<file path="src/rtl/axil_simple_bridge_q.sv">
// AXI-Lite slave to simple-bus master bridge: buffered AW/W/AR channels, R/W arbitration,
// window/alignment checks and slave timeout, with one simple-bus transaction in flight.
module axil_simple_bridge_q_fifo #(
  parameter int W     = 32,
  parameter int DEPTH = 2
) (
  input  logic         clk_i,
  input  logic         rst_ni,
  input  logic         valid_i,
  output logic         ready_o,
  input  logic [W-1:0] data_i,
  input  logic         pop_i,
  output logic [W-1:0] head_o,
  output logic         nempty_o
);
  localparam int PW = (DEPTH > 1) ? $clog2(DEPTH) : 1;
  localparam int CW = $clog2(DEPTH + 1);

  logic [W-1:0]  mem_q [DEPTH];
  logic [PW-1:0] wr_q, rd_q;
  logic [CW-1:0] cnt_q, cnt_d;
  logic          rdy_q, push;

  function automatic logic [PW-1:0] nxt(input logic [PW-1:0] p);
    return (p == PW'(DEPTH - 1)) ? '0 : p + 1'b1;
  endfunction

  assign push     = valid_i && rdy_q;
  assign ready_o  = rdy_q;
  assign head_o   = mem_q[rd_q];
  assign nempty_o = (cnt_q != '0);

  always_comb begin
    cnt_d = cnt_q;
    if (push && !pop_i)      cnt_d = cnt_q + 1'b1;
    else if (!push && pop_i) cnt_d = cnt_q - 1'b1;
  end

  // ready is registered from the next count, so a pop on a full buffer frees
  // the slot only from the following cycle onward.
  always_ff @(posedge clk_i or negedge rst_ni) begin
    if (!rst_ni) begin
      cnt_q <= '0;
      wr_q  <= '0;
      rd_q  <= '0;
      rdy_q <= 1'b0;
    end else begin
      cnt_q <= cnt_d;
      rdy_q <= (cnt_d != CW'(DEPTH));
      if (push)  wr_q <= nxt(wr_q);
      if (pop_i) rd_q <= nxt(rd_q);
    end
  end

  always_ff @(posedge clk_i) begin
    if (push) mem_q[wr_q] <= data_i;
  end
endmodule

module axil_simple_bridge_q #(
  parameter int                DATA_W      = 32,
  parameter int                ADDR_W      = 32,
  parameter int                AW_DEPTH    = 2,
  parameter int                W_DEPTH     = 2,
  parameter int                AR_DEPTH    = 2,
  parameter int                ARB_MODE    = 0,
  parameter logic [ADDR_W-1:0] WIN_LO      = '0,
  parameter logic [ADDR_W-1:0] WIN_HI      = '1,
  parameter int                TIMEOUT_CYC = 256,
  localparam int               STRB_W      = DATA_W / 8
) (
  input  logic              clk_i,
  input  logic              rst_ni,
  input  logic              s_awvalid_i,
  output logic              s_awready_o,
  input  logic [ADDR_W-1:0] s_awaddr_i,
  input  logic              s_wvalid_i,
  output logic              s_wready_o,
  input  logic [DATA_W-1:0] s_wdata_i,
  input  logic [STRB_W-1:0] s_wstrb_i,
  output logic              s_bvalid_o,
  input  logic              s_bready_i,
  output logic [1:0]        s_bresp_o,
  input  logic              s_arvalid_i,
  output logic              s_arready_o,
  input  logic [ADDR_W-1:0] s_araddr_i,
  output logic              s_rvalid_o,
  input  logic              s_rready_i,
  output logic [DATA_W-1:0] s_rdata_o,
  output logic [1:0]        s_rresp_o,
  output logic              m_valid_o,
  output logic              m_write_o,
  output logic [ADDR_W-1:0] m_addr_o,
  output logic [DATA_W-1:0] m_wdata_o,
  output logic [STRB_W-1:0] m_wstrb_o,
  input  logic              m_ready_i,
  input  logic [DATA_W-1:0] m_rdata_i,
  input  logic              m_rvalid_i,
  output logic              err_pulse_o
);
  localparam int OFS = $clog2(STRB_W);
  localparam int TW  = (TIMEOUT_CYC > 1) ? $clog2(TIMEOUT_CYC) : 1;
  localparam logic [1:0] OKAY = 2'b00, SLVERR = 2'b10, DECERR = 2'b11;

  typedef enum logic [2:0] {IDLE, WREQ, RREQ, RWAIT, BRESP, RRESP} state_e;

  state_e                   state_q;
  logic [TW-1:0]            cnt_q;
  logic                     last_wr_q, err_q;
  logic                     m_valid_q, m_write_q, s_bvalid_q, s_rvalid_q;
  logic [ADDR_W-1:0]        m_addr_q;
  logic [DATA_W-1:0]        m_wdata_q, s_rdata_q;
  logic [STRB_W-1:0]        m_wstrb_q;
  logic [1:0]               s_bresp_q, s_rresp_q;

  logic                     aw_ne, w_ne, ar_ne, pop_wr, pop_rd;
  logic [ADDR_W-1:0]        aw_head, ar_head, g_addr;
  logic [DATA_W+STRB_W-1:0] w_head;
  logic                     wr_cand, pick_rd, pick_wr, tmo;
  logic [1:0]               g_resp;

  axil_simple_bridge_q_fifo #(.W(ADDR_W), .DEPTH(AW_DEPTH)) u_aw (
    .clk_i, .rst_ni, .valid_i(s_awvalid_i), .ready_o(s_awready_o), .data_i(s_awaddr_i),
    .pop_i(pop_wr), .head_o(aw_head), .nempty_o(aw_ne));
  axil_simple_bridge_q_fifo #(.W(DATA_W + STRB_W), .DEPTH(W_DEPTH)) u_w (
    .clk_i, .rst_ni, .valid_i(s_wvalid_i), .ready_o(s_wready_o), .data_i({s_wstrb_i, s_wdata_i}),
    .pop_i(pop_wr), .head_o(w_head), .nempty_o(w_ne));
  axil_simple_bridge_q_fifo #(.W(ADDR_W), .DEPTH(AR_DEPTH)) u_ar (
    .clk_i, .rst_ni, .valid_i(s_arvalid_i), .ready_o(s_arready_o), .data_i(s_araddr_i),
    .pop_i(pop_rd), .head_o(ar_head), .nempty_o(ar_ne));

  // Window test uses a modular offset so a single compare covers both bounds.
  function automatic logic [1:0] addr_resp(input logic [ADDR_W-1:0] a);
    if ({1'b0, a - WIN_LO} > {1'b0, WIN_HI - WIN_LO}) return DECERR;
    if (a[OFS-1:0] != '0) return SLVERR;
    return OKAY;
  endfunction

  assign wr_cand = aw_ne && w_ne;
  assign pick_rd = (state_q == IDLE) && ar_ne && (!wr_cand || ARB_MODE == 1 || last_wr_q);
  assign pick_wr = (state_q == IDLE) && wr_cand && !pick_rd;
  assign g_addr  = pick_rd ? ar_head : aw_head;
  assign g_resp  = addr_resp(g_addr);
  assign tmo     = (TIMEOUT_CYC != 0) && (cnt_q == TW'(TIMEOUT_CYC - 1));

  always_comb begin
    pop_wr = 1'b0;
    pop_rd = 1'b0;
    case (state_q)
      IDLE: begin
        pop_wr = pick_wr && (g_resp != OKAY);
        pop_rd = pick_rd && (g_resp != OKAY);
      end
      WREQ:    pop_wr = m_ready_i || tmo;
      RREQ:    pop_rd = m_ready_i ? m_rvalid_i : tmo;
      RWAIT:   pop_rd = m_rvalid_i || tmo;
      default: ;
    endcase
  end

  always_ff @(posedge clk_i or negedge rst_ni) begin
    if (!rst_ni) begin
      state_q    <= IDLE;
      cnt_q      <= '0;
      last_wr_q  <= 1'b1;
      err_q      <= 1'b0;
      m_valid_q  <= 1'b0;
      m_write_q  <= 1'b0;
      m_addr_q   <= '0;
      m_wdata_q  <= '0;
      m_wstrb_q  <= '0;
      s_bvalid_q <= 1'b0;
      s_bresp_q  <= OKAY;
      s_rvalid_q <= 1'b0;
      s_rresp_q  <= OKAY;
      s_rdata_q  <= '0;
    end else begin
      err_q <= 1'b0;
      cnt_q <= cnt_q + 1'b1;
      case (state_q)
        IDLE: begin
          cnt_q <= '0;
          if (pick_rd || pick_wr) begin
            last_wr_q <= pick_wr;
            if (g_resp != OKAY) begin
              err_q <= 1'b1;
              if (pick_wr) begin
                s_bvalid_q <= 1'b1;
                s_bresp_q  <= g_resp;
                state_q    <= BRESP;
              end else begin
                s_rvalid_q <= 1'b1;
                s_rresp_q  <= g_resp;
                s_rdata_q  <= '0;
                state_q    <= RRESP;
              end
            end else begin
              m_valid_q <= 1'b1;
              m_write_q <= pick_wr;
              m_addr_q  <= g_addr;
              m_wdata_q <= pick_wr ? w_head[DATA_W-1:0] : '0;
              m_wstrb_q <= pick_wr ? w_head[DATA_W+STRB_W-1:DATA_W] : '0;
              state_q   <= pick_wr ? WREQ : RREQ;
            end
          end
        end
        WREQ: begin
          if (m_ready_i || tmo) begin
            m_valid_q  <= 1'b0;
            s_bvalid_q <= 1'b1;
            s_bresp_q  <= m_ready_i ? OKAY : SLVERR;
            err_q      <= !m_ready_i;
            cnt_q      <= '0;
            state_q    <= BRESP;
          end
        end
        RREQ: begin
          if (m_ready_i) begin
            m_valid_q <= 1'b0;
            cnt_q     <= '0;
            if (m_rvalid_i) begin
              s_rvalid_q <= 1'b1;
              s_rresp_q  <= OKAY;
              s_rdata_q  <= m_rdata_i;
              state_q    <= RRESP;
            end else begin
              state_q <= RWAIT;
            end
          end else if (tmo) begin
            m_valid_q  <= 1'b0;
            s_rvalid_q <= 1'b1;
            s_rresp_q  <= SLVERR;
            s_rdata_q  <= '0;
            err_q      <= 1'b1;
            cnt_q      <= '0;
            state_q    <= RRESP;
          end
        end
        RWAIT: begin
          if (m_rvalid_i || tmo) begin
            s_rvalid_q <= 1'b1;
            s_rresp_q  <= m_rvalid_i ? OKAY : SLVERR;
            s_rdata_q  <= m_rvalid_i ? m_rdata_i : '0;
            err_q      <= !m_rvalid_i;
            cnt_q      <= '0;
            state_q    <= RRESP;
          end
        end
        BRESP: begin
          cnt_q <= '0;
          if (s_bready_i) begin
            s_bvalid_q <= 1'b0;
            state_q    <= IDLE;
          end
        end
        RRESP: begin
          cnt_q <= '0;
          if (s_rready_i) begin
            s_rvalid_q <= 1'b0;
            state_q    <= IDLE;
          end
        end
        default: state_q <= IDLE;
      endcase
    end
  end

  assign m_valid_o   = m_valid_q;
  assign m_write_o   = m_write_q;
  assign m_addr_o    = m_addr_q;
  assign m_wdata_o   = m_wdata_q;
  assign m_wstrb_o   = m_wstrb_q;
  assign s_bvalid_o  = s_bvalid_q;
  assign s_bresp_o   = s_bresp_q;
  assign s_rvalid_o  = s_rvalid_q;
  assign s_rresp_o   = s_rresp_q;
  assign s_rdata_o   = s_rdata_q;
  assign err_pulse_o = err_q;
endmodule
</file>
<file path="config.mk">
export PLATFORM = sky130hd
export DESIGN_NAME = axil_simple_bridge_q
export DESIGN_NICKNAME = d
export VERILOG_FILES = /design/src/rtl/axil_simple_bridge_q.sv
export SDC_FILE = /design/constraint.sdc
export NUM_CORES = 1
export LEC_CHECK = 0
export CORE_ASPECT_RATIO = 1.75
export CORE_UTILIZATION = 45
export CTS_CLUSTER_DIAMETER = 50
export DETAILED_ROUTE_END_ITERATION = 10
export PLACE_DENSITY = 0.74
export SYNTH_ARGS = -nofsm -noshare
export SYNTH_HDL_FRONTEND = slang
export SYNTH_SLANG_ARGS = --single-unit
</file>
<file path="constraint.sdc">
create_clock -name clk_i -period 2.9 [get_ports clk_i]
set_input_delay 0.29 -clock clk_i [delete_from_list [all_inputs] [get_ports clk_i]]
set_output_delay 0.29 -clock clk_i [all_outputs]
set_load 0.03 [all_outputs]
</file>
==> impl_metrics.env <==
export IMPL_min_delay_path_depth=3
export IMPL_route_antenna_remaining_nets=0
export IMPL_synth_edff_count=200
export IMPL_flop_and_latch_count_out_of_synthesis=334
export IMPL_wl_per_cell_um=17.9
export IMPL_post_synth_instance_area_mm2=0.0130
export IMPL_stdcell_count=1602
export IMPL_via_count=8198
export IMPL_critical_path_buf_inv_count=2
export IMPL_seqCellArea_mm2=0.00936
export IMPL_total_power_mw=17.6
export IMPL_worst_slew_pin_slew_ps=824
export IMPL_place_inst=1542
export IMPL_class_of_the_tightest_hold_or_removal_check="input port to flop"
export IMPL_ys_dominant_reg_cell="edfxtp_1"
export IMPL_final_setup_worst_slack_ps=130
export IMPL_report_final_setup_viol=0
export IMPL_timing_critical_path_slowest_cell_delay_ps=480
export IMPL_place_port_buffers=250
export IMPL_vdd_ir_drop_worst_uv=677
export IMPL_grt_max_degree=82
export IMPL_maxSlewViolCount=0
export IMPL_track_usage_pct=19.7
export IMPL_period_utilization_post_route_pct=95.5
export IMPL_drtPass1Iterations=4
export IMPL_worstSetupEndpointType="flop"
export IMPL_tritoncts="built"
export IMPL_area_growth_pct=30.5
export IMPL_synthCells=943
export IMPL_synth_async_sr_flop_share_pct=40.1
export IMPL_die_height_um=227
export IMPL_slew_limit_headroom_pct=45.0
export IMPL_crit_path_max_fanout=12
export IMPL_clock_sink_total=334
export IMPL_power_density_mw_per_mm2=1040
export IMPL_grt_setup_unrepaired="no"
export IMPL_multi_input_comb_area_mm2=0.00330
export IMPL_rows=81
export IMPL_first_global_vias=8423
export IMPL_worstPathArrival_ps=3240
export IMPL_ioPinCount=253
export IMPL_placeable_core_area_mm2=0.0282
export IMPL_floorplan_initialDensity_pct=46.0
export IMPL_cp_depth=10
export IMPL_drt_iter0_markers=413
export IMPL_result_of_the_run="finished, final reports clean"
export IMPL_critPathLaunchType="flop"
export IMPL_critical_path_top_delay_family="simple AND/OR/NAND/NOR gates"
export IMPL_post_dp_hpwl_um=19400
export IMPL_hold_worst_slack_ps=254
export IMPL_setup_tns_ps=0
export IMPL_detail_route_drc_violations=0
export IMPL_grt_first_pass_wirelength_um=44400
export IMPL_globalplace_congestion=0.865
export IMPL_crit_path_cell_trace="or3_4 > or3_2 > mux2i_4 > inv_1 > ha_1 > o21ai_0 > a21oi_1 > buf_4 > or3_1 > a31o_2"
export IMPL_via_per_inst=5.12
export IMPL_cts_root_buf="clkbuf_16"
export IMPL_cap_viol_max_count=0
export IMPL_number_of_hold_violations_in_the_final_report=0
export IMPL_bufs_on_longest_clock_path=3
export IMPL_leakage_nw=6.71
export IMPL_fp_dieW_um=130
export IMPL_synthDistinctLibCells=53
export IMPL_fp_dieArea_mm2=0.0295
export IMPL_syn_mean_instance_area_um2=13.8
export IMPL_antenna_found_initial=4
export IMPL_clk_latency_ps=580
export IMPL_cts_max_level=1
export IMPL_grt_ovfl_total=0
export IMPL_fill_cells=2264
export IMPL_totalWireLength_um=28600
export IMPL_worst_r2r_cell_count=10
export IMPL_yosys_warnings=0
export IMPL_final_setup_skew_ps=36.3
export IMPL_slowest_stage="or3_2"
export IMPL_clkSlewWorstSetupHoldPaths_ps=70
export IMPL_layout_nets=1349
export IMPL_timing_reg2reg_setup_slack_ps=130
export IMPL_fmax_mhz=361
export IMPL_timing_critical_path_required_ps=3370
export IMPL_crit_type="flop to flop"
export IMPL_worst_setup_slack_post_dpl_ps=150
export IMPL_fin_crit_ps=2770
export IMPL_cts_inserted_buffers=30
export IMPL_final_layout_size_suffix_gt1_share_pct=9.95
export IMPL_synth_seq_area_share_pct=72.1
## cells in the mapped netlist (2+ instances only)
master    instances  area share (%)
xnor2_1          11            0.74
ha_1              6            0.58
mux2i_1          69             5.3
clkbuf_1         33            0.95
o21ai_1          53             2.0
nor2b_1           3            0.14
a21o_1            2            0.12
o21ai_0          21            0.81
or3_1             2           0.096
buf_6            11            0.95
buf_2             4            0.15
buf_4             3            0.17
inv_1            13            0.38
a32o_1            2            0.15
nand2b_1          4            0.19
edfxtp_1        200              46
mux2_2           30             2.6
nor3_1            9            0.35
nor2_1           56             1.6
a31oi_1           2           0.096
nand2_1         143             4.1
nand4_1           2           0.096
o22ai_1           3            0.14
dfrtp_1         133              26
and3_1            5            0.24
nand3_1          42             1.6
a22oi_1           2            0.12
xor2_1            8            0.54
and2_1            3            0.14
a21oi_1          45             1.7
## area by class of cell
cell class | instances | share of cell area [%]
flip-flops and latches | 334 | 55.3
multi-input cells | 545 | 19.5
repair buffers | 278 | 16.3
clock buffers | 41 | 5.10
well taps | 373 | 2.76
clock inverters | 15 | 0.702
inverters | 13 | 0.288
diodes | 3 | 0.0443
## cells by family after synthesis
group | after synthesis | synth area share (%)
fa+ha+maj | 7 | 0.656
buf+inv | 65 | 2.64
xor+xnor | 19 | 1.28
compound gates | 142 | 6.05
simple gates | 275 | 9.09
other cells | 1 | 0.0289
flops | 334 | 72.1
mux | 100 | 8.10
## cells in the final DEF, fill, tap and decap left out, types with 3 or more instances in the layout
cell	count
edfxtp_1	200
inv_1	13
nand2b_1	4
nor2_1	52
clkinv_1	5
clkinv_2	4
o22ai_1	3
clkdlybuf4s50_1	249
buf_12	3
xnor2_1	11
and2_1	3
and3_2	3
nand2_1	143
mux2i_1	69
ha_1	6
diode_2	3
dfrtp_1	130
dfrtp_2	3
nor3_1	9
buf_4	23
nor2b_1	3
clkbuf_1	5
mux2_2	30
nand3_1	42
clkbuf_8	5
xor2_1	8
inv_6	3
o21ai_1	53
nor2_4	3
a21oi_1	45
clkbuf_16	31
o21ai_0	21
## layer usage
layer	wire (µm)	global-route usage (%)
met5	9	0
met4	906	8.53
met2	15500	36.1
met1	10600	21.8
met3	1590	4.03
## flip-flops by register name, indices dropped and copies added (netlist names), 2 cells and up
name / cells
cnt_q: 8
m_addr_o: 32
m_wdata_o: 32
m_wstrb_o: 4
s_rdata_o: 32
state_q: 3
u_ar.cnt_q: 2
u_ar.mem_q: 64
u_aw.cnt_q: 2
u_aw.mem_q: 64
u_w.cnt_q: 2
u_w.mem_q: 72
## final timing paths
check,startpoint,end
worst max register to register,state_q[0],u_w.cnt_q[1]
worst min register to register,s_rdata_o[27],s_rdata_o[27]
worst min-delay path,m_rdata_i[13],s_rdata_o[13]
max in group asynchronous,rst_ni,m_addr_o[2]
min in group asynchronous,rst_ni,s_rdata_o[17]
worst max-delay path,state_q[0],u_w.cnt_q[1]
## power breakdown
part,internal (mW),switching [mW]
clock network,2.18,1.73
logic,2.67,3.87
registers,6.47,0.668
## worst reg2reg max path: cells and delay by family, from the launching register on
kind                     cells  cell delay (ps)
multiplexers                 1              180
adder cells (fa/ha/maj)      1              170
flip-flops                   1              380
buffers and inverters        2              280
AO/OA/AOI/OAI                3              450
AND/OR/NAND/NOR              3             1210
## what timing repair did
item                                    4_1_cts  5_1_grt
endpoints found under the setup margin        0        1
hold buffers                                  1        0
setup buffers                                 0        0
resized for setup                             0        1
endpoints found under the hold margin        77        0
## per-stage QoR
stage	area [µm²]	utilization (%)
2_1_floorplan	13000	-
3_3_place_gp	15900	56.5
3_5_place_dp	15900	56.5
4_1_cts	16900	60.1
5_1_grt	16900	60.1
6_report	16900	60.1
No activity file was read; power rests on OpenSTA's default activity.
